`src/rtl/sargantana_icache_mshr_if.sv`:
```
// Interface bundle for the Sargantana icache MSHR: miss allocation, iFill request/response,
// array fill write-back and status.
interface sargantana_icache_mshr_if #(
  parameter int N_ENTRIES = 4,
  parameter int LINE_W    = 26,
  parameter int WAY_W     = 2,
  parameter int ID_W      = $clog2(N_ENTRIES)
);
  logic              kill_i;
  logic              alloc_valid_i;
  logic [LINE_W-1:0] alloc_paddr_i;
  logic [WAY_W-1:0]  alloc_way_i;
  logic              alloc_ready_o;
  logic              alloc_merge_o;
  logic [ID_W-1:0]   alloc_id_o;
  logic              ifill_req_valid_o;
  logic              ifill_req_ready_i;
  logic [LINE_W-1:0] ifill_req_paddr_o;
  logic [ID_W-1:0]   ifill_req_id_o;
  logic              ifill_resp_valid_i;
  logic [ID_W-1:0]   ifill_resp_id_i;
  logic              fill_valid_o;
  logic [LINE_W-1:0] fill_paddr_o;
  logic [WAY_W-1:0]  fill_way_o;
  logic [ID_W-1:0]   fill_id_o;
  logic              fill_discard_o;
  logic [ID_W:0]     occupancy_o;
  logic              proto_err_o;

  modport slave (
    input  kill_i, alloc_valid_i, alloc_paddr_i, alloc_way_i,
           ifill_req_ready_i, ifill_resp_valid_i, ifill_resp_id_i,
    output alloc_ready_o, alloc_merge_o, alloc_id_o,
           ifill_req_valid_o, ifill_req_paddr_o, ifill_req_id_o,
           fill_valid_o, fill_paddr_o, fill_way_o, fill_id_o, fill_discard_o,
           occupancy_o, proto_err_o
  );

  modport master (
    output kill_i, alloc_valid_i, alloc_paddr_i, alloc_way_i,
           ifill_req_ready_i, ifill_resp_valid_i, ifill_resp_id_i,
    input  alloc_ready_o, alloc_merge_o, alloc_id_o,
           ifill_req_valid_o, ifill_req_paddr_o, ifill_req_id_o,
           fill_valid_o, fill_paddr_o, fill_way_o, fill_id_o, fill_discard_o,
           occupancy_o, proto_err_o
  );
endinterface

```
`src/rtl/sargantana_icache_mshr.sv`:
```
// N-entry MSHR file tracking concurrent icache line refills by ID.
// Same-line merging is enabled by defining SARGANTANA_ICACHE_MSHR_MERGE_EN.
module sargantana_icache_mshr #(
  parameter int N_ENTRIES = 4,
  parameter int LINE_W    = 26,
  parameter int WAY_W     = 2,
  parameter int ID_W      = $clog2(N_ENTRIES)
) (
  input logic clk_i,
  input logic rst_i,
  sargantana_icache_mshr_if.slave bus
);
  // state  | meaning
  // FREE   | entry unused
  // PEND   | allocated, waiting for (or sitting in) the issue register
  // ISSUED | request accepted upstream, waiting for response
  typedef enum logic [1:0] {FREE = 2'd0, PEND = 2'd1, ISSUED = 2'd2} state_e;

  state_e            state_q [N_ENTRIES];
  state_e            state_d [N_ENTRIES];
  logic [LINE_W-1:0] paddr_q [N_ENTRIES];
  logic [LINE_W-1:0] paddr_d [N_ENTRIES];
  logic [WAY_W-1:0]  way_q   [N_ENTRIES];
  logic [WAY_W-1:0]  way_d   [N_ENTRIES];
  logic [N_ENTRIES-1:0] killed_q, killed_d;

  logic              req_valid_q, req_valid_d;
  logic [LINE_W-1:0] req_paddr_q, req_paddr_d;
  logic [ID_W-1:0]   req_id_q, req_id_d;
  logic [ID_W-1:0]   rr_q, rr_d;

  logic              fill_valid_q, fill_valid_d;
  logic [LINE_W-1:0] fill_paddr_q, fill_paddr_d;
  logic [WAY_W-1:0]  fill_way_q, fill_way_d;
  logic [ID_W-1:0]   fill_id_q, fill_id_d;
  logic              fill_discard_q, fill_discard_d;
  logic              perr_q, perr_d;

  logic            free_found, match_found, cand_found;
  logic [ID_W-1:0] free_idx, match_idx, cand_idx, scan_idx;
  logic            alloc_ready, alloc_merge, alloc_new, handshake;
  logic [ID_W:0]   occ;

  always_comb begin
    free_found  = 1'b0;
    free_idx    = '0;
    match_found = 1'b0;
    match_idx   = '0;
    occ         = '0;
    for (int i = N_ENTRIES - 1; i >= 0; i--) begin
      if (state_q[i] == FREE) begin
        free_found = 1'b1;
        free_idx   = ID_W'(i);
      end else begin
        occ = occ + (ID_W+1)'(1);
        if (!killed_q[i] && paddr_q[i] == bus.alloc_paddr_i) begin
          match_found = 1'b1;
          match_idx   = ID_W'(i);
        end
      end
    end
  end

`ifdef SARGANTANA_ICACHE_MSHR_MERGE_EN
  assign alloc_ready = !bus.kill_i && (free_found || match_found);
  assign alloc_merge = bus.alloc_valid_i && alloc_ready && match_found;
  assign bus.alloc_id_o = match_found ? match_idx : free_idx;
`else
  assign alloc_ready = !bus.kill_i && free_found && !match_found;
  assign alloc_merge = 1'b0;
  assign bus.alloc_id_o = free_idx;
`endif
  assign alloc_new = bus.alloc_valid_i && alloc_ready && !alloc_merge;
  assign handshake = req_valid_q && bus.ifill_req_ready_i;

  // Round-robin pick of a live PEND entry; the one already held in the issue register is skipped.
  always_comb begin
    cand_found = 1'b0;
    cand_idx   = '0;
    scan_idx   = '0;
    for (int k = N_ENTRIES - 1; k >= 0; k--) begin
      scan_idx = rr_q + ID_W'(k);
      if (state_q[scan_idx] == PEND && !killed_q[scan_idx] &&
          !(req_valid_q && req_id_q == scan_idx)) begin
        cand_found = 1'b1;
        cand_idx   = scan_idx;
      end
    end
  end

  always_comb begin
    state_d        = state_q;
    paddr_d        = paddr_q;
    way_d          = way_q;
    killed_d       = killed_q;
    req_valid_d    = req_valid_q;
    req_paddr_d    = req_paddr_q;
    req_id_d       = req_id_q;
    rr_d           = rr_q;
    fill_valid_d   = 1'b0;
    fill_paddr_d   = fill_paddr_q;
    fill_way_d     = fill_way_q;
    fill_id_d      = fill_id_q;
    fill_discard_d = fill_discard_q;
    perr_d         = perr_q;

    for (int i = 0; i < N_ENTRIES; i++) begin
      if (bus.kill_i && state_q[i] != FREE) killed_d[i] = 1'b1;
      if (state_q[i] == PEND && killed_q[i] && !(req_valid_q && req_id_q == ID_W'(i)))
        state_d[i] = FREE;
    end

    if (handshake) begin
      state_d[req_id_q] = ISSUED;
      req_valid_d       = 1'b0;
    end

    if (bus.ifill_resp_valid_i) begin
      if (state_q[bus.ifill_resp_id_i] == ISSUED) begin
        state_d[bus.ifill_resp_id_i] = FREE;
        fill_valid_d   = 1'b1;
        fill_paddr_d   = paddr_q[bus.ifill_resp_id_i];
        fill_way_d     = way_q[bus.ifill_resp_id_i];
        fill_id_d      = bus.ifill_resp_id_i;
        fill_discard_d = killed_q[bus.ifill_resp_id_i];
      end else begin
        perr_d = 1'b1;
      end
    end

    if (alloc_new) begin
      state_d[free_idx]  = PEND;
      paddr_d[free_idx]  = bus.alloc_paddr_i;
      way_d[free_idx]    = bus.alloc_way_i;
      killed_d[free_idx] = 1'b0;
    end

    // A fresh allocation bypasses straight into an idle issue register when nothing older waits.
    if ((!req_valid_q || bus.ifill_req_ready_i) && !bus.kill_i) begin
      if (cand_found) begin
        req_valid_d = 1'b1;
        req_paddr_d = paddr_q[cand_idx];
        req_id_d    = cand_idx;
        rr_d        = cand_idx + ID_W'(1);
      end else if (alloc_new) begin
        req_valid_d = 1'b1;
        req_paddr_d = bus.alloc_paddr_i;
        req_id_d    = free_idx;
        rr_d        = free_idx + ID_W'(1);
      end
    end
  end

  always_ff @(posedge clk_i or posedge rst_i) begin
    if (rst_i) begin
      for (int i = 0; i < N_ENTRIES; i++) begin
        state_q[i] <= FREE;
        paddr_q[i] <= '0;
        way_q[i]   <= '0;
      end
      killed_q       <= '0;
      req_valid_q    <= 1'b0;
      req_paddr_q    <= '0;
      req_id_q       <= '0;
      rr_q           <= '0;
      fill_valid_q   <= 1'b0;
      fill_paddr_q   <= '0;
      fill_way_q     <= '0;
      fill_id_q      <= '0;
      fill_discard_q <= 1'b0;
      perr_q         <= 1'b0;
    end else begin
      state_q        <= state_d;
      paddr_q        <= paddr_d;
      way_q          <= way_d;
      killed_q       <= killed_d;
      req_valid_q    <= req_valid_d;
      req_paddr_q    <= req_paddr_d;
      req_id_q       <= req_id_d;
      rr_q           <= rr_d;
      fill_valid_q   <= fill_valid_d;
      fill_paddr_q   <= fill_paddr_d;
      fill_way_q     <= fill_way_d;
      fill_id_q      <= fill_id_d;
      fill_discard_q <= fill_discard_d;
      perr_q         <= perr_d;
    end
  end

  assign bus.alloc_ready_o     = alloc_ready;
  assign bus.alloc_merge_o     = alloc_merge;
  assign bus.ifill_req_valid_o = req_valid_q;
  assign bus.ifill_req_paddr_o = req_paddr_q;
  assign bus.ifill_req_id_o    = req_id_q;
  assign bus.fill_valid_o      = fill_valid_q;
  assign bus.fill_paddr_o      = fill_paddr_q;
  assign bus.fill_way_o        = fill_way_q;
  assign bus.fill_id_o         = fill_id_q;
  assign bus.fill_discard_o    = fill_discard_q;
  assign bus.occupancy_o       = occ;
  assign bus.proto_err_o       = perr_q;
endmodule
```
`src/flat_wrapper.sv`:
```
// flat-port wrapper written by rule: the top's interface ports become plain ports
module sargantana_icache_mshr_flat 
#(
  parameter int N_ENTRIES = 4,
  parameter int LINE_W    = 26,
  parameter int WAY_W     = 2,
  parameter int ID_W      = $clog2(N_ENTRIES)
)
  (clk_i, rst_i, bus_kill_i, bus_alloc_valid_i, bus_alloc_paddr_i, bus_alloc_way_i, bus_ifill_req_ready_i, bus_ifill_resp_valid_i, bus_ifill_resp_id_i, bus_alloc_ready_o, bus_alloc_merge_o, bus_alloc_id_o, bus_ifill_req_valid_o, bus_ifill_req_paddr_o, bus_ifill_req_id_o, bus_fill_valid_o, bus_fill_paddr_o, bus_fill_way_o, bus_fill_id_o, bus_fill_discard_o, bus_occupancy_o, bus_proto_err_o);
  sargantana_icache_mshr_if #(.N_ENTRIES(N_ENTRIES), .LINE_W(LINE_W), .WAY_W(WAY_W), .ID_W(ID_W)) bus_i ();
  input logic clk_i;
  input logic rst_i;
  input wire logic [$bits(bus_i.kill_i)-1:0] bus_kill_i;
  input wire logic [$bits(bus_i.alloc_valid_i)-1:0] bus_alloc_valid_i;
  input wire logic [$bits(bus_i.alloc_paddr_i)-1:0] bus_alloc_paddr_i;
  input wire logic [$bits(bus_i.alloc_way_i)-1:0] bus_alloc_way_i;
  input wire logic [$bits(bus_i.ifill_req_ready_i)-1:0] bus_ifill_req_ready_i;
  input wire logic [$bits(bus_i.ifill_resp_valid_i)-1:0] bus_ifill_resp_valid_i;
  input wire logic [$bits(bus_i.ifill_resp_id_i)-1:0] bus_ifill_resp_id_i;
  output wire logic [$bits(bus_i.alloc_ready_o)-1:0] bus_alloc_ready_o;
  output wire logic [$bits(bus_i.alloc_merge_o)-1:0] bus_alloc_merge_o;
  output wire logic [$bits(bus_i.alloc_id_o)-1:0] bus_alloc_id_o;
  output wire logic [$bits(bus_i.ifill_req_valid_o)-1:0] bus_ifill_req_valid_o;
  output wire logic [$bits(bus_i.ifill_req_paddr_o)-1:0] bus_ifill_req_paddr_o;
  output wire logic [$bits(bus_i.ifill_req_id_o)-1:0] bus_ifill_req_id_o;
  output wire logic [$bits(bus_i.fill_valid_o)-1:0] bus_fill_valid_o;
  output wire logic [$bits(bus_i.fill_paddr_o)-1:0] bus_fill_paddr_o;
  output wire logic [$bits(bus_i.fill_way_o)-1:0] bus_fill_way_o;
  output wire logic [$bits(bus_i.fill_id_o)-1:0] bus_fill_id_o;
  output wire logic [$bits(bus_i.fill_discard_o)-1:0] bus_fill_discard_o;
  output wire logic [$bits(bus_i.occupancy_o)-1:0] bus_occupancy_o;
  output wire logic [$bits(bus_i.proto_err_o)-1:0] bus_proto_err_o;
  assign bus_i.kill_i = bus_kill_i;
  assign bus_i.alloc_valid_i = bus_alloc_valid_i;
  assign bus_i.alloc_paddr_i = bus_alloc_paddr_i;
  assign bus_i.alloc_way_i = bus_alloc_way_i;
  assign bus_i.ifill_req_ready_i = bus_ifill_req_ready_i;
  assign bus_i.ifill_resp_valid_i = bus_ifill_resp_valid_i;
  assign bus_i.ifill_resp_id_i = bus_ifill_resp_id_i;
  assign bus_alloc_ready_o = bus_i.alloc_ready_o;
  assign bus_alloc_merge_o = bus_i.alloc_merge_o;
  assign bus_alloc_id_o = bus_i.alloc_id_o;
  assign bus_ifill_req_valid_o = bus_i.ifill_req_valid_o;
  assign bus_ifill_req_paddr_o = bus_i.ifill_req_paddr_o;
  assign bus_ifill_req_id_o = bus_i.ifill_req_id_o;
  assign bus_fill_valid_o = bus_i.fill_valid_o;
  assign bus_fill_paddr_o = bus_i.fill_paddr_o;
  assign bus_fill_way_o = bus_i.fill_way_o;
  assign bus_fill_id_o = bus_i.fill_id_o;
  assign bus_fill_discard_o = bus_i.fill_discard_o;
  assign bus_occupancy_o = bus_i.occupancy_o;
  assign bus_proto_err_o = bus_i.proto_err_o;
  sargantana_icache_mshr #(.N_ENTRIES(N_ENTRIES), .LINE_W(LINE_W), .WAY_W(WAY_W), .ID_W(ID_W)) u_core (.clk_i(clk_i), .rst_i(rst_i), .bus(bus_i));
endmodule
```
`config.mk`:
```
export PLATFORM = sky130hd
export DESIGN_NAME = sargantana_icache_mshr_flat
export DESIGN_NICKNAME = d
export VERILOG_FILES = /design/src/rtl/sargantana_icache_mshr_if.sv /design/src/rtl/sargantana_icache_mshr.sv /design/src/flat_wrapper.sv
export SDC_FILE = /design/constraint.sdc
export NUM_CORES = 1
export LEC_CHECK = 0
export BUFFER_PORTS_ARGS = -buffer_cell sky130_fd_sc_hd__buf_2
export CELL_PAD_IN_SITES_DETAIL_PLACEMENT = 0
export CELL_PAD_IN_SITES_GLOBAL_PLACEMENT = 1
export CORE_MARGIN = 10
export CORE_UTILIZATION = 43
export DETAILED_ROUTE_END_ITERATION = 12
export HOLD_SLACK_MARGIN = 0.1
export PLACE_DENSITY_LB_ADDON = 0.15
export SLEW_MARGIN = 20
export SYNTH_ARGS = -nofsm -noshare
export SYNTH_HDL_FRONTEND = slang
export SYNTH_SLANG_ARGS = --single-unit
```
`constraint.sdc`:
```
create_clock -name clk_i -period 7.9 [get_ports clk_i]
set_input_delay 1.58 -clock clk_i [delete_from_list [all_inputs] [get_ports clk_i]]
set_output_delay 1.58 -clock clk_i [all_outputs]
set_load 0.03 [all_outputs]
```
### Yosys cells after proc, flatten, opt, wreduce, memory -nomap -nowiden

Index checks and enable logic that the tools add are counted.

| word-level totals | value |
|---|---|
| register bits | 188 |
| input port bits | 36 |
| output and inout port bits | 69 |
| logic and storage cells | 261 |

| cells by class | value |
|---|---|
| $add $sub $neg | 8 |
| $lt $le $gt $ge | 18 |
| equality and inequality tests | 20 |
| multiplexer cells | 99 |
| bitwise gates (word level) | 19 |
| reductions and logical operators | 74 |

Operator list:

| cell | count |
|---|---|
| $mux 26 | 7 |
| $bmux 26 s2 | 2 |
| $bwmux 104 | 1 |
| $eq 26x26->1 | 4 |
| $mux 2 | 31 |
| $demux 26 s2 | 1 |
| $logic_and 1x1->1 | 41 |
| $mux 1 | 33 |
| $mux 8 | 4 |
| $bmux 2 s2 | 6 |
| $ge 3x3->1 const B | 8 |
| $not 2->3 | 8 |
| $logic_not 1->1 | 19 |
| $eq 2x1->1 const B | 9 |
| $lt 2x3->1 const B | 6 |
| $and 4x4->4 | 3 |
| $demux 2 s2 | 3 |
| $not 4->4 | 3 |
| $bmux 1 s2 | 5 |
| $logic_not 2->1 | 5 |
| $reduce_bool 2->1 | 5 |
| $lt 3x1->1 const B | 3 |
| $mux 3 | 3 |
| $and 8x8->8 | 1 |
| other kinds (15) | 27 |

### Logic depth before layout (Yosys ltp)

| logic depth | value |
|---|---|
| depth in word-level cells | 17 |
| depth in mapped cells | 11 |
| mapped depth without buffers | 8 |

### Worst setup path before layout

No wires, ideal clock.

| timing path | value |
|---|---|
| kind | input to output |
| start point | input port bus_alloc_paddr_i[19] |
| end point | output port bus_alloc_ready_o |
| arrival | 2.898 ns |
| data required time | 6.320 ns |
| slack | 3.422 ns |
| stages | 7 |
| buffers on the path | 1 |
| cells stage by stage | clkbuf_1 xnor2_1 nand3_1 or4_1 o21a_1 nand2_1 nor2_1 |

| on the way | value |
|---|---|
| word-level cells in the longest chain between the ends | 12 |
| elaborated cells on any way between the ends | 18 |
| classes of those cells | eq/ne (4); mux (8); reduce/logical (6) |

RTL lines:

| what | line | text |
|---|---|---|
| start: declaration | flat_wrapper.sv:15 | `input wire logic [$bits(bus_i.alloc_paddr_i)-1:0] bus_alloc_paddr_i;` |
| $eq 26x26->1 | sargantana_icache_mshr.sv:56 | `if (!killed_q[i] && paddr_q[i] == bus.alloc_paddr_i) begin` |
| $logic_and 1x1->1 | sargantana_icache_mshr.sv:56 |  |
| $mux 1 | sargantana_icache_mshr.sv:56 |  |
| $mux 1 | sargantana_icache_mshr.sv:51 | `if (state_q[i] == FREE) begin` |
| $mux 1 | sargantana_icache_mshr.sv:56 |  |
| $mux 1 | sargantana_icache_mshr.sv:51 |  |
| $mux 1 | sargantana_icache_mshr.sv:56 |  |
| $mux 1 | sargantana_icache_mshr.sv:51 |  |
| $mux 1 | sargantana_icache_mshr.sv:56 |  |
| $mux 1 (*) | sargantana_icache_mshr.sv:51 |  |
| $logic_not 1->1 (*) | sargantana_icache_mshr.sv:69 | `assign alloc_ready = !bus.kill_i && free_found && !match_found;` |
| $logic_and 1x1->1 (*) | sargantana_icache_mshr.sv:69 |  |
| end: declaration | flat_wrapper.sv:20 | `output wire logic [$bits(bus_i.alloc_ready_o)-1:0] bus_alloc_ready_o;` |

Mark *: on every way between the ends. The rest lies on a longest branch, timed or not.

### Worst setup path after layout

| timing path | value |
|---|---|
| start point | input port bus_alloc_paddr_i[5] |
| end point | output port bus_alloc_ready_o |

Same word-level chain as after synthesis.

==> results.cfg <==
[routing]
drtIter0Drc = 635
vias = 7559
drc_errors = 0
ant_nets = 0
vias_per_cell = 5.94
wirelength_mm = 33.1
wire_per_inst_um = 26.0
firstDrtPassIters = 5

[final_layout]
syn2layout_area_growth_pct = 11.3
drive_gt1_share_pct = 37.3
fin_area_sq_um = 11900
num_antenna_cells = 0
fin_nets = 976
fillers = 2267

[critical_path]
cp.required_ps = 6320
crit_top_cell = buf_2
end_kind = output port
crit_type = input pin to output port
r2r_start = u_core.bus.ifill_req_id_o[1]
crit_fanout = 9
worstSetupEndpoint = bus_alloc_ready_o
path_cells = buf_2 > xor2_1 > or4_1 > nor4_2 > a22oi_1 > nand2_1 > nor2_1 > buf_2
max_stage_delay_ps = 590
crit_slowest_cell = or4_1
rrSetupSlack_ps = 3630
startpoint = bus_alloc_paddr_i[5]
startpoint_type = input pin
arrival_ps = 3260
reg2reg_depth = 7
cp.depth = 8
crit_buf_inv = 2
r2r_end = u_core.bus.ifill_req_paddr_o[1]
cp_top_family = simple AND/OR/NAND/NOR gates

[timing]
skew_ps = 14.2
max_slew.worst_pin.slew_ps = 1190
rsz0062_at_grt = no
finalCritPeriodShare_pct = 61.3
setup_viol = 0
hold_viol_final = 0
fmax_mhz = 206
layout_min_cycle_time_ps = 4840
maxSlewHeadroom_pct = 20.2
fin_setup_tns_ps = 0
maxSlewViolCount = 0

[global_routing]
grt_pass1_vias = 7776
grt_pass1_wl_mm = 51.1
grt-ovfl-total = 0
antenna_found_initial = 0
grt_max_degree = 115
track_usage_pct = 21.4

[placed_design]
hpwl_mm = 21.6
globalplace.congestion = 0.891
place_area_sq_um = 11300
port_buffers = 103

[synthesis]
yosysSeqAreaShare_pct = 43.9
synth-edff-count = 0
synthDistinctLibCells = 61
postSynthAreaPerCell_sq_um = 12.2
synth_area_sq_um = 10700
ys_ff_latch = 188
synth_flop_cell = dfrtp_1
syn-num-nets = 921
yosysWarnings = 0
async_flop_share_pct = 100
syn_inst = 881

[cts]
cts_repair_resize_count = 0
cts-root-buf = clkbuf_16
cts_buffer_depth = 2
clk_pin_slew_ps = 80
numCtsBuffers = 17
clk_latency_ps = 440
postCtsSetupBuffers = 0
cts_tree = built
cts_max_level = 4
cts.sinks = 188
ctsHoldBuffers = 0

[floorplanning]
dieArea_sq_um = 31600
initial_core_util_pct = 43.9
fp.dieW_um = 178
die_y_um = 178
core_sq_um = 24400
fp-row-count = 57
io_pins = 105

[run]
cap_violations = 0

[hold_path]
hold_class = register to register

[power]
vdd_drop_max_mv = 0.212
p_leak_nw = 5.11
power_density_nw_per_um2 = 420

[run_status]
status = finished clean
area by class of cell:
class / count / area, sq um / area share (%)
multi-input combinational: 589 / 5510 / 46.2
sequential: 188 / 4700 / 39.4
inverter: 25 / 101 / 0.850
tap: 324 / 405 / 3.40
timing repair buffer: 115 / 606 / 5.08
clock inverter: 13 / 151 / 1.27
clock buffer: 19 / 453 / 3.80
cells by family (layout without fill, tap and decap cells):
| kind of cell | Yosys count | in the layout | share of synthesized area (%) |
|---|---|---|---|
| adders and majority gates | 4 | 4 | 0.467 |
| and+or+nand+nor | 144 | 144 | 7.56 |
| xor gates and xnor gates | 108 | 108 | 8.82 |
| DFF | 188 | 188 | 43.9 |
| other | 1 | 1 | 0.0350 |
| buffers and inverters | 104 | 172 | 4.97 |
| muxes | 189 | 189 | 23.7 |
| AOI/OAI and AO/OA | 143 | 143 | 10.6 |
power breakdown:
part	internal [W]	switching (W)	leakage (nW)
registers	0.00141	0.000471	2.30
clock network	0.000493	0.000415	0.301
logic	0.000998	0.00122	2.50
synthesized netlist by cell type, types with 19 or more instances:
cell	count	area, sq um
mux4_2	29	653
inv_1	25	93.8
a21oi_1	19	95.1
o21ai_0	31	155
a221oi_1	25	219
xnor2_1	63	552
mux2_4	27	405
mux2_2	118	1330
xor2_1	45	394
clkbuf_1	43	161
dfrtp_1	188	4700
and2_1	25	156
nand2_1	26	97.6
per-layer routing:
| metal | track usage (%) | wire [um] | up-vias |
|---|---|---|---|
| li1 | - | - | 3338 |
| met2 | 32.6 | 15000 | 251 |
| met4 | 5.87 | 641 | 0 |
| met1 | 30.0 | 15400 | 3926 |
| met3 | 4.65 | 1990 | 44 |
| met5 | 0 | 0 | - |
worst min path at each step:
stage                                 start                 endpoint  slack (ps)  cells after the start
global placement    u_core.bus.fill_id_o[0]  u_core.bus.fill_id_o[0]         460                      2
finish               u_core.bus.proto_err_o   u_core.bus.proto_err_o         470                      1
detailed placement   u_core.bus.proto_err_o   u_core.bus.proto_err_o         460                      1
global route        u_core.bus.fill_id_o[0]  u_core.bus.fill_id_o[0]         500                      2
CTS                  u_core.bus.proto_err_o   u_core.bus.proto_err_o         480                      1
floorplan                   u_core.way_q[3]          u_core.way_q[3]         470                      1
per-stage QoR:
step	power, W	util [%]	std cells	hold slack, ps	setup WS, ps
2_1_floorplan	0.00342	-	881	474	1210
3_3_place_gp	0.00409	46.4	1241	459	3090
3_5_place_dp	0.00411	46.4	1241	461	3080
4_1_cts	0.00503	48.9	1273	483	3080
5_1_grt	0.00530	48.9	1273	498	2970
6_report	0.00501	48.9	1273	473	3060
flip-flops by register name, summed over array words and instances (netlist names):
signal	cells
u_core.rr_q	2
u_core.bus.ifill_req_paddr_o	26
u_core.bus.fill_paddr_o	26
u_core.paddr_q	104
u_core.killed_q	4
u_core.state_q	8
u_core.bus.ifill_req_id_o	2
u_core.bus.proto_err_o	1
u_core.bus.ifill_req_valid_o	1
u_core.bus.fill_discard_o	1
u_core.way_q	8
u_core.bus.fill_id_o	2
u_core.bus.fill_way_o	2
u_core.bus.fill_valid_o	1
cells in the final DEF (no fill, tap or decap), drive strengths merged, types with 25 or more instances in the layout:
| cell type | instances |
|---|---|
| buf | 115 |
| o21ai | 31 |
| xnor2 | 63 |
| dfrtp | 188 |
| a221oi | 25 |
| and2 | 25 |
| xor2 | 45 |
| inv | 32 |
| mux2 | 145 |
| mux4 | 29 |
| nand2 | 26 |
(Power assumes the default switching activity.)
